==> src/rtl/rr_pkt_arbiter_pkg.sv <==
// Shared definitions for the packet round-robin arbiter: FSM state
// encoding and the ctrl value that marks a payload word.
package rr_pkt_arbiter_pkg;

    // One-hot FSM encoding
    localparam int STATE_WIDTH = 3;

    typedef enum logic [STATE_WIDTH-1:0] {
        ST_ARB = 3'b001,   // choosing the next queue, no read
        ST_HDR = 3'b010,   // forwarding module-header words (ctrl != 0)
        ST_PKT = 3'b100    // forwarding payload, waiting for the EOP word
    } state_t;

    // A word whose ctrl equals this value is payload; anything else is a
    // header word or, after payload has been seen, the EOP word.
    localparam int CTRL_NONE = 0;

endpackage : rr_pkt_arbiter_pkg

==> src/rtl/rr_pkt_arbiter_rr_select.sv <==
// Combinational round-robin pick: starting just after the last served
// index, return the first requesting index (wrapping modulo N).
module rr_select #(
    parameter int N     = 4,
    parameter int IDX_W = 2
) (
    input  logic [N-1:0]     req,
    input  logic [IDX_W-1:0] last,
    output logic             found,
    output logic [IDX_W-1:0] idx
);

    // cand[k] is the queue index visited at rotation step k, i.e. last+1+k
    logic [IDX_W-1:0] cand [N];
    logic [N-1:0]     rot;

    generate
        for (genvar gi = 0; gi < N; gi++) begin : g_rot
            assign cand[gi] = IDX_W'((int'(last) + 1 + gi) % N);
            assign rot[gi]  = req[cand[gi]];
        end
    endgenerate

    // Lowest rotation step wins: walk from the far end so the nearest overrides
    always_comb begin
        found = 1'b0;
        idx   = last;
        for (int k = N - 1; k >= 0; k--) begin
            if (rot[k]) begin
                found = 1'b1;
                idx   = cand[k];
            end
        end
    end

endmodule : rr_select

==> src/rtl/rr_pkt_arbiter.sv <==
// Packet-granular round-robin arbiter. Merges NUM_QUEUES fallthrough FIFO
// heads into one registered stream; a grant lasts a whole packet so words
// of different queues never interleave.
module rr_pkt_arbiter
    import rr_pkt_arbiter_pkg::*;
#(
    parameter int DATA_WIDTH  = 64,
    parameter int CTRL_WIDTH  = DATA_WIDTH / 8,
    parameter int NUM_QUEUES  = 4,
    parameter int Q_IDX_WIDTH = 2
) (
    input  logic                             clk,
    input  logic                             reset,
    input  logic [NUM_QUEUES*DATA_WIDTH-1:0] in_data,
    input  logic [NUM_QUEUES*CTRL_WIDTH-1:0] in_ctrl,
    input  logic [NUM_QUEUES-1:0]            in_empty,
    output logic [NUM_QUEUES-1:0]            in_rd_en,
    output logic [DATA_WIDTH-1:0]            out_data,
    output logic [CTRL_WIDTH-1:0]            out_ctrl,
    output logic                             out_wr,
    input  logic                             out_rdy,
    output logic [Q_IDX_WIDTH-1:0]           cur_queue,
    output logic                             busy
);

    state_t                  state_reg;
    state_t                  state_next;
    logic [Q_IDX_WIDTH-1:0]  ptr_reg;
    logic [Q_IDX_WIDTH-1:0]  cur_reg;
    logic [DATA_WIDTH-1:0]   out_data_reg;
    logic [CTRL_WIDTH-1:0]   out_ctrl_reg;
    logic                    out_wr_reg;

    logic [DATA_WIDTH-1:0]   q_data [NUM_QUEUES];
    logic [CTRL_WIDTH-1:0]   q_ctrl [NUM_QUEUES];
    logic [DATA_WIDTH-1:0]   head_data;
    logic [CTRL_WIDTH-1:0]   head_ctrl;
    logic                    head_empty;
    logic                    head_is_payload;
    logic                    fwd;
    logic                    sel_found;
    logic [Q_IDX_WIDTH-1:0]  sel_idx;

    // Split the packed FIFO head buses into per-queue words
    generate
        for (genvar gi = 0; gi < NUM_QUEUES; gi++) begin : g_unpack
            assign q_data[gi] = in_data[gi*DATA_WIDTH +: DATA_WIDTH];
            assign q_ctrl[gi] = in_ctrl[gi*CTRL_WIDTH +: CTRL_WIDTH];
        end
    endgenerate

    // Head of the granted queue
    assign head_data       = q_data[cur_reg];
    assign head_ctrl       = q_ctrl[cur_reg];
    assign head_empty      = in_empty[cur_reg];
    assign head_is_payload = (head_ctrl == CTRL_WIDTH'(CTRL_NONE));

    // Round-robin choice among non-empty queues, starting after the last grant
    rr_select #(
        .N     (NUM_QUEUES),
        .IDX_W (Q_IDX_WIDTH)
    ) u_rr_select (
        .req   (~in_empty),
        .last  (ptr_reg),
        .found (sel_found),
        .idx   (sel_idx)
    );

    // A word moves only while a packet is granted, downstream is ready and
    // the granted FIFO has data; reset blocks any read immediately.
    assign fwd = reset && (state_reg != ST_ARB) && out_rdy && !head_empty;

    // State register
    always_ff @(posedge clk) begin
        if (!reset) begin
            state_reg <= ST_ARB;
        end else begin
            state_reg <= state_next;
        end
    end

    // Next state: HDR->PKT on the first payload word, PKT->ARB on EOP
    always_comb begin
        state_next = state_reg;
        unique case (state_reg)
            ST_ARB:  if (sel_found)                state_next = ST_HDR;
            ST_HDR:  if (fwd && head_is_payload)   state_next = ST_PKT;
            ST_PKT:  if (fwd && !head_is_payload)  state_next = ST_ARB;
            default:                               state_next = ST_ARB;
        endcase
    end

    // Outputs of the FSM: single-cycle read strobe on the granted queue only
    always_comb begin
        in_rd_en = '0;
        if (fwd) begin
            in_rd_en[cur_reg] = 1'b1;
        end
    end

    // Grant latch: pointer and current queue move together when ARB picks
    always_ff @(posedge clk) begin
        if (!reset) begin
            ptr_reg <= Q_IDX_WIDTH'(NUM_QUEUES - 1);
            cur_reg <= '0;
        end else if ((state_reg == ST_ARB) && sel_found) begin
            ptr_reg <= sel_idx;
            cur_reg <= sel_idx;
        end
    end

    // Registered output stage; data follows the mux every cycle, out_wr
    // marks the cycles that actually carry a forwarded word
    always_ff @(posedge clk) begin
        if (!reset) begin
            out_wr_reg   <= 1'b0;
            out_data_reg <= '0;
            out_ctrl_reg <= '0;
        end else begin
            out_wr_reg   <= fwd;
            out_data_reg <= head_data;
            out_ctrl_reg <= head_ctrl;
        end
    end

    assign out_wr    = out_wr_reg;
    assign out_data  = out_data_reg;
    assign out_ctrl  = out_ctrl_reg;
    assign cur_queue = cur_reg;
    assign busy      = (state_reg != ST_ARB);

    // Structural invariants
    a_rd_onehot : assert property (@(posedge clk) disable iff (!reset)
        $onehot0(in_rd_en));
    a_state_onehot : assert property (@(posedge clk) disable iff (!reset)
        $onehot(state_reg));
    a_no_rd_in_arb : assert property (@(posedge clk) disable iff (!reset)
        (state_reg == ST_ARB) |-> (in_rd_en == '0));

endmodule : rr_pkt_arbiter

==> config.mk <==
export PLATFORM = sky130hd
export DESIGN_NAME = rr_pkt_arbiter
export DESIGN_NICKNAME = d
export VERILOG_FILES = /design/src/rtl/rr_pkt_arbiter_pkg.sv /design/src/rtl/rr_pkt_arbiter_rr_select.sv /design/src/rtl/rr_pkt_arbiter.sv
export SDC_FILE = /design/constraint.sdc
export NUM_CORES = 1
export LEC_CHECK = 0
export ABC_AREA = 1
export CAP_MARGIN = 20
export CORE_AREA = 2 2 146 148
export CTS_CLUSTER_SIZE = 40
export DETAILED_ROUTE_END_ITERATION = 10
export DIE_AREA = 0 0 148 150
export PLACE_DENSITY_LB_ADDON = 0.1
export SYNTH_ARGS = -nofsm -noshare
export SYNTH_HDL_FRONTEND = slang
export SYNTH_SLANG_ARGS = --single-unit
export TNS_END_PERCENT = 1
==> constraint.sdc <==
create_clock -name clk -period 1.8 [get_ports clk]
set_clock_uncertainty 0.15 [all_clocks]
set_input_delay 0.27 -clock clk [delete_from_list [all_inputs] [get_ports clk]]
set_output_delay 0.27 -clock clk [all_outputs]
set_load 0.01 [all_outputs]
==> results of run 1 <==
metrics by stage:
| step | worst slack, ns | setup TNS (ns) |
|---|---|---|
| 2_1_floorplan | 0.0915 | 0 |
| 3_3_place_gp | -0.452 | -11.20 |
| 3_5_place_dp | -0.487 | -10.88 |
| 4_1_cts | -0.151 | -1.06 |
| 5_1_grt | -0.283 | -2.21 |
| 6_report | -0.152 | -0.552 |
worst reg2reg max path, delay by kind of cell, from the launching register on:
| family | cells | cell delay (ns) |
|---|---|---|
| buf+inv | 6 | 0.54 |
| simple gates | 5 | 0.44 |
| flops | 1 | 0.39 |
| compound gates | 2 | 0.20 |
cell type report:
cell class	count	area, µm²
Multi-Input combinational cell	386	2110
Fill cell	2123	12000
Inverter	15	56.3
Tap cell	275	344
Sequential cell	80	1610
Clock buffer	10	229
Clock inverter	6	58.8
Timing Repair Buffer	437	4290
worst paths after layout:
check / start / endpoint / slack, ns / cells past startpoint
setup / recovery: cur_queue[1] / in_rd_en[2] / -0.15 / 9
hold / removal: in_data[170] / out_data[42] / 0.35 / 3
setup reg to reg: cur_queue[1] / state_reg[2] / 0 / 13
hold reg to reg: ptr_reg[1] / ptr_reg[1] / 0.45 / 2
cell usage after synthesis:
cell / instances
nand2_1: 113
nand3_1: 93
dfxtp_1: 80
a22oi_1: 65
a31oi_1: 65
clkbuf_1: 26
nor2_1: 24
buf_2: 16
inv_1: 11
a21oi_1: 5
buf_4: 4
inv_2: 4
nor3_1: 4
o21ai_1: 4
buf_6: 3
nor2_2: 3
o211ai_1: 3
o21ai_0: 3
nand3b_1: 1
nor3b_2: 1
o22ai_1: 1
xnor2_1: 1
logic make-up after synthesis:
| group | Yosys count | synth area share (%) |
|---|---|---|
| and+or+nand+nor | 239 | 26.4 |
| AOI/OAI and AO/OA | 146 | 25.0 |
| DFF | 80 | 40.8 |
| buffers and inverters | 64 | 7.58 |
| xor gates and xnor gates | 1 | 0.223 |
placed cells by master (no fill, tap or decap), types with 2 or more instances in the layout:
cell type,n
clkdlybuf4s50_1,367
nand2_1,111
nand3_1,92
dfxtp_1,77
a31oi_1,65
a22oi_1,64
buf_4,52
nor2_1,16
inv_1,9
nor2_2,9
clkbuf_16,9
inv_2,6
buf_12,6
buf_2,5
buf_6,4
o21ai_1,3
nor3_2,3
a21oi_1,3
o211ai_1,3
clkinv_2,3
nor2_4,2
nand2_2,2
a21oi_2,2
o21ai_2,2
o21ai_0,2
dfxtp_4,2
dlygate4sd2_1,2
routing by layer:
metal  wire length [µm]  GRT usage [%]  vias up
li1                   -              -     2715
met1               8400           21.4     2441
met2              11000           33.0      206
met3               1570           4.51       11
met4                207           4.57        0
met5                  0              0        -
where the power goes:
part	internal, W	switching [W]
clock network	0.00107	0.000772
logic	0.00339	0.00365
registers	0.00241	0.000229
timing repair:
action | 4_1_cts | 5_1_grt
pin swaps | 3 | 1
setup buffers | 3 | 2
endpoints found under the setup margin | 64 | 71
gates resized for setup | 32 | 23
==> run_summary.xml, run 1 <==
<?xml version="1.0" encoding="UTF-8"?>
<metrics>
  <group name="floorplanning">
    <metric name="fp.dieH" unit="µm">150</metric>
    <metric name="die_width" unit="µm">148</metric>
    <metric name="design.core.area" unit="µm²">20700</metric>
    <metric name="design.die.area" unit="µm²">22200</metric>
    <metric name="start_util" unit="%">19.0</metric>
    <metric name="i_o_pins" unit="">375</metric>
    <metric name="placement_rows" unit="">53</metric>
  </group>
  <group name="finish">
    <metric name="area.growth.synth_to_final" unit="%">121</metric>
    <metric name="post-route-cell-area" unit="µm²">8690</metric>
    <metric name="drive_gt1_share" unit="%">12.3</metric>
    <metric name="layout.nets" unit="">1224</metric>
    <metric name="finish.cell_count_without_fillers" unit="">1209</metric>
    <metric name="largest_reg_flops" unit="">64</metric>
    <metric name="diodes" unit="">0</metric>
    <metric name="post_route_utilization" unit="%">42.0</metric>
  </group>
  <group name="cts">
    <metric name="clock_path_buffers" unit="">2</metric>
    <metric name="clock_tree_from_tritoncts" unit="">done</metric>
    <metric name="worst_skew_pair.late_latency" unit="ns">0.33</metric>
    <metric name="ctsRootBufferMaster" unit="">clkbuf_16</metric>
    <metric name="htreeDepth" unit="">3</metric>
    <metric name="cts_made_buffers" unit="">9</metric>
    <metric name="postCtsHoldBufs" unit="">0</metric>
    <metric name="clock_sink_count" unit="">80</metric>
    <metric name="cts.clk_slew.worst_paths" unit="ns">0.07</metric>
  </group>
  <group name="timing">
    <metric name="highest_clock_frequency_the_design_can_meet" unit="MHz">512</metric>
    <metric name="final_hold_viol_count" unit="">0</metric>
    <metric name="worst_hold_slack_across_all_endpoints" unit="ns">0.348</metric>
    <metric name="worstMarginPinSlew" unit="ns">0.441</metric>
    <metric name="max-slew-margin-rel" unit="%">70.6</metric>
    <metric name="min_period_over_period" unit="%">108</metric>
    <metric name="grt_setup_unrepaired" unit="">true</metric>
    <metric name="timing_max_transition_violations_final" unit="">0</metric>
    <metric name="min_cycle_time_layout" unit="ns">1.95</metric>
    <metric name="setup_ws" unit="ns">-0.152</metric>
    <metric name="setup_viol_count_final" unit="">4</metric>
  </group>
  <group name="global_routing">
    <metric name="grt_pass1_wl" unit="mm">30.9</metric>
    <metric name="groute.usage.overall" unit="%">18.2</metric>
    <metric name="overflow" unit="">0</metric>
    <metric name="antenna_violations_before_repair" unit="">0</metric>
    <metric name="grt_pass1_vias" unit="">5418</metric>
    <metric name="largest_net_degree_at_the_start_of_global_routing" unit="">39</metric>
  </group>
  <group name="detailed_routing">
    <metric name="drtIter0Drc" unit="">191</metric>
    <metric name="detailroute.via_count" unit="">5373</metric>
    <metric name="drc" unit="">0</metric>
    <metric name="drt-total-wl" unit="mm">21.1</metric>
    <metric name="dr.pass1.iters" unit="">4</metric>
    <metric name="postRouteAntennaNets" unit="">0</metric>
    <metric name="post_detailed_route_wirelength_per_cell" unit="µm">17.5</metric>
    <metric name="drt-vias-per-instance" unit="">4.44</metric>
  </group>
  <group name="power_and_ir_drop">
    <metric name="power.ir.vdd_worst" unit="mV">0.725</metric>
    <metric name="total_power" unit="W">0.0115</metric>
    <metric name="cellPowerDensity" unit="nW/µm²">1330</metric>
    <metric name="cellLeakagePower" unit="nW">3.24</metric>
  </group>
  <group name="logic_synthesis">
    <metric name="synth_top_area_share" unit="%">40.8</metric>
    <metric name="yosys.cell_types.count" unit="">22</metric>
    <metric name="synth_top_cell_by_area" unit="">dfxtp_1</metric>
    <metric name="total_number_of_yosys_warnings" unit="">0</metric>
    <metric name="synth-seq-area-share" unit="%">40.8</metric>
    <metric name="syn-mean-instance-area" unit="µm²">7.42</metric>
    <metric name="synthTopCellsByArea" unit="">dfxtp_1, a22oi_1, nand3_1</metric>
    <metric name="syn-instance-count" unit="">530</metric>
    <metric name="syn_area" unit="µm²">3930</metric>
    <metric name="synth-seq-cells" unit="">80</metric>
    <metric name="mappedNetlistNets" unit="">825</metric>
  </group>
  <group name="run_status">
    <metric name="status" unit="">finished, violations left</metric>
    <metric name="violations" unit="">negative setup slack</metric>
  </group>
  <group name="setup_path">
    <metric name="crit_path_top_delay_cell" unit="">dfxtp_4</metric>
    <metric name="worst_setup_path_end_kind" unit="">output pin</metric>
    <metric name="crit_family" unit="">flip-flops</metric>
    <metric name="critPathRequiredTime" unit="ns">1.38</metric>
    <metric name="critical-path-max-stage-delay" unit="ns">0.39</metric>
    <metric name="critical_path_peak_fanout" unit="">5</metric>
    <metric name="crit_type" unit="">register to output pin</metric>
    <metric name="critical_path.n_buffers_inverters" unit="">4</metric>
    <metric name="path_common_cell" unit="">inv_2</metric>
    <metric name="data_arrival_at_the_endpoint_of_the_critical_path" unit="ns">1.53</metric>
    <metric name="cells_traversed_along_the_worst_timing_path" unit="">inv_2 -&gt; nand2_2 -&gt; inv_2 -&gt; a22oi_2 -&gt; nand2_1 -&gt; nor2_2 -&gt; inv_2 -&gt; nor3_2 -&gt; buf_2</metric>
    <metric name="crit_path_start_kind" unit="">register</metric>
  </group>
  <group name="place">
    <metric name="post-dp-hpwl" unit="mm">16.2</metric>
    <metric name="place.detailed.instances" unit="">1188</metric>
    <metric name="portBuffers" unit="">374</metric>
    <metric name="placed_cell_area" unit="µm²">8280</metric>
    <metric name="place_congestion" unit="">0.776</metric>
  </group>
  <group name="job">
    <metric name="timing.max_cap.violations" unit="">0</metric>
  </group>
  <group name="hold_path">
    <metric name="holdCritPathClass" unit="">input pin to register</metric>
  </group>
</metrics>
Power figures use the tool's default switching activity.
==> run 2: changes to the inputs <==
--- a/config.mk
+++ b/config.mk
@@ -12,6 +12,7 @@
 export DETAILED_ROUTE_END_ITERATION = 10
 export DIE_AREA = 0 0 148 150
 export PLACE_DENSITY_LB_ADDON = 0.1
+export REMOVE_ABC_BUFFERS = 1
 export SYNTH_ARGS = -nofsm -noshare
 export SYNTH_HDL_FRONTEND = slang
 export SYNTH_SLANG_ARGS = --single-unit
==> run 2 against run 1 <==
The flow still finishes with violations (negative setup slack). Fmax decreased by 3.5%. Power decreased by 15%. Clock power increased by 7%. Via count increased by 1.9%. Flip-flop and latch count unchanged. Utilization about the same. Combinational power decreased by 26%. Sequential share of layout area about the same. Highest routed layer unchanged.
==> run_summary.xml, run 2 (same netlist as run 1, synthesis figures left out) <==
<?xml version="1.0" encoding="UTF-8"?>
<metrics>
  <group name="run_status">
    <metric name="status" unit="">finished, violations left</metric>
    <metric name="violations" unit="">negative setup slack</metric>
  </group>
  <group name="detailed_routing">
    <metric name="drt-total-wl" unit="mm">22.5</metric>
    <metric name="detailroute.via_count" unit="">5473</metric>
    <metric name="postRouteAntennaNets" unit="">0</metric>
    <metric name="post_detailed_route_wirelength_per_cell" unit="µm">18.8</metric>
    <metric name="drt-vias-per-instance" unit="">4.57</metric>
    <metric name="drc" unit="">0</metric>
    <metric name="drtIter0Drc" unit="">203</metric>
    <metric name="dr.pass1.iters" unit="">4</metric>
  </group>
  <group name="power_and_ir_drop">
    <metric name="cellPowerDensity" unit="nW/µm²">1130</metric>
    <metric name="total_power" unit="W">0.00983</metric>
    <metric name="power.ir.vdd_worst" unit="mV">0.485</metric>
    <metric name="cellLeakagePower" unit="nW">3.21</metric>
  </group>
  <group name="cts">
    <metric name="clock_sink_count" unit="">80</metric>
    <metric name="worst_skew_pair.late_latency" unit="ns">0.34</metric>
    <metric name="htreeDepth" unit="">3</metric>
    <metric name="clock_tree_from_tritoncts" unit="">done</metric>
    <metric name="postCtsHoldBufs" unit="">0</metric>
    <metric name="cts_made_buffers" unit="">9</metric>
    <metric name="cts.clk_slew.worst_paths" unit="ns">0.07</metric>
    <metric name="clock_path_buffers" unit="">2</metric>
    <metric name="ctsRootBufferMaster" unit="">clkbuf_16</metric>
  </group>
  <group name="finish">
    <metric name="nFillCells" unit="">2174</metric>
    <metric name="area.growth.synth_to_final" unit="%">121</metric>
    <metric name="post-route-cell-area" unit="µm²">8680</metric>
    <metric name="layout.cells.most_common" unit="">clkdlybuf4s50_1</metric>
    <metric name="largest_reg_flops" unit="">64</metric>
    <metric name="register_area" unit="µm²">1610</metric>
    <metric name="drive_gt1_share" unit="%">11.1</metric>
    <metric name="layout.nets" unit="">1212</metric>
    <metric name="final_cell_mix" unit="">clkdlybuf4s50_1, nand2_1, nand3_1, dfxtp_1, a31oi_1</metric>
    <metric name="multi_input_combinational_cell_area" unit="µm²">2110</metric>
  </group>
  <group name="setup_path">
    <metric name="cells_traversed_along_the_worst_timing_path" unit="">buf_12 -&gt; clkdlybuf4s50_1</metric>
    <metric name="critical-path-max-stage-delay" unit="ns">0.59</metric>
    <metric name="crit_path_top_delay_cell" unit="">clkdlybuf4s50_1</metric>
    <metric name="crit_type" unit="">register to output pin</metric>
    <metric name="crit_path_start_kind" unit="">register</metric>
    <metric name="data_arrival_at_the_endpoint_of_the_critical_path" unit="ns">1.60</metric>
    <metric name="critPathRequiredTime" unit="ns">1.38</metric>
    <metric name="critical_path_peak_fanout" unit="">55</metric>
    <metric name="worst_setup_path_end_kind" unit="">output pin</metric>
  </group>
  <group name="timing">
    <metric name="worstMarginPinSlew" unit="ns">0.821</metric>
    <metric name="final_hold_viol_count" unit="">0</metric>
    <metric name="grt_setup_unrepaired" unit="">true</metric>
    <metric name="timing_max_transition_violations_final" unit="">0</metric>
    <metric name="max-slew-margin-rel" unit="%">45.3</metric>
    <metric name="setup_ws" unit="ns">-0.222</metric>
    <metric name="setup_viol_count_final" unit="">19</metric>
    <metric name="min_cycle_time_layout" unit="ns">2.02</metric>
    <metric name="min_period_over_period" unit="%">112</metric>
    <metric name="highest_clock_frequency_the_design_can_meet" unit="MHz">494</metric>
  </group>
  <group name="place">
    <metric name="place_congestion" unit="">0.780</metric>
    <metric name="post-dp-hpwl" unit="mm">16.9</metric>
    <metric name="placed_cell_area" unit="µm²">8260</metric>
    <metric name="portBuffers" unit="">374</metric>
  </group>
  <group name="global_routing">
    <metric name="overflow" unit="">0</metric>
    <metric name="antenna_violations_before_repair" unit="">0</metric>
    <metric name="largest_net_degree_at_the_start_of_global_routing" unit="">65</metric>
    <metric name="grt_pass1_wl" unit="mm">32.9</metric>
    <metric name="groute.usage.overall" unit="%">19.4</metric>
    <metric name="grt_pass1_vias" unit="">5303</metric>
  </group>
  <group name="floorplanning">
    <metric name="design.core.area" unit="µm²">20700</metric>
    <metric name="design.die.area" unit="µm²">22200</metric>
    <metric name="i_o_pins" unit="">375</metric>
    <metric name="start_util" unit="%">19.0</metric>
    <metric name="die_width" unit="µm">148</metric>
    <metric name="fp.dieH" unit="µm">150</metric>
    <metric name="placement_rows" unit="">53</metric>
  </group>
  <group name="hold_path">
    <metric name="holdCritPathClass" unit="">input pin to register</metric>
  </group>
  <group name="job">
    <metric name="timing.max_cap.violations" unit="">0</metric>
  </group>
</metrics>
run 2: cell types whose count changed in the layout (fill, tap and decap cells not counted), sizes merged:
cell	delta
clkinv	-2
clkinvlp	-1
inv	+1
bufbuf	+1
clkdlybuf4s50	+1
buf	-14
clkbuf	+2
diode	+1
run 2: cell type report:
type | count | share of cell area [%]
Timing Repair Buffer | 425 | 48.9
Multi-Input combinational cell | 386 | 24.3
Sequential cell | 80 | 18.5
Tap cell | 275 | 3.96
Clock buffer | 12 | 2.95
Inverter | 15 | 0.706
Clock inverter | 4 | 0.576
Antenna cell | 1 | 0.0288
run 2: worst max-delay path: cells and delay by family (launching register included):
kind	cells	cell delay, ns
buffers and inverters	2	0.83
DFF	1	0.39
run 2: final timing paths:
kind,startpoint,endpoint,slack [ns],cells after the start
worst max-delay path,cur_queue[1],cur_queue[1],-0.22,2
worst min-delay path,in_data[131],out_data[3],0.34,3
worst max register to register,cur_queue[1],state_reg[0],-0.13,11
worst min register to register,ptr_reg[1],ptr_reg[1],0.44,2
run 2: what timing repair did:
item / 4_1_cts / 5_1_grt
endpoints found under the setup margin: 26 / 74
gates cloned: 1 / 0
pin swaps: 2 / 2
gates resized for setup: 26 / 22
buffers inserted: 1 / 0
run 2: where the power goes:
group | switching [W] | total (W) | internal (W)
Clock | 0.000815 | 0.00197 | 0.00116
Sequential | 0.000207 | 0.00265 | 0.00244
Combinational | 0.00251 | 0.00521 | 0.00270
run 2: metal layers:
layer,track usage [%],routed length [µm]
met1,23.4,9020
met2,34.5,11300
met3,4.57,1690
met4,5.52,396
met5,0,0
run 2: through the flow:
stage / util, % / setup TNS, ns / hold WS [ns] / cells / setup slack, ns
floorplan: - / -158.66 / 0.204 / 481 / -2.30
global placement: 39.9 / -4.72 / 0.428 / 1179 / -0.573
detailed placement: 39.9 / -4.58 / 0.433 / 1179 / -0.612
CTS: 41.7 / -2.46 / 0.327 / 1197 / -0.272
global route: 42.0 / -5.33 / 0.342 / 1197 / -0.281
finish: 42.0 / -1.37 / 0.340 / 1198 / -0.222
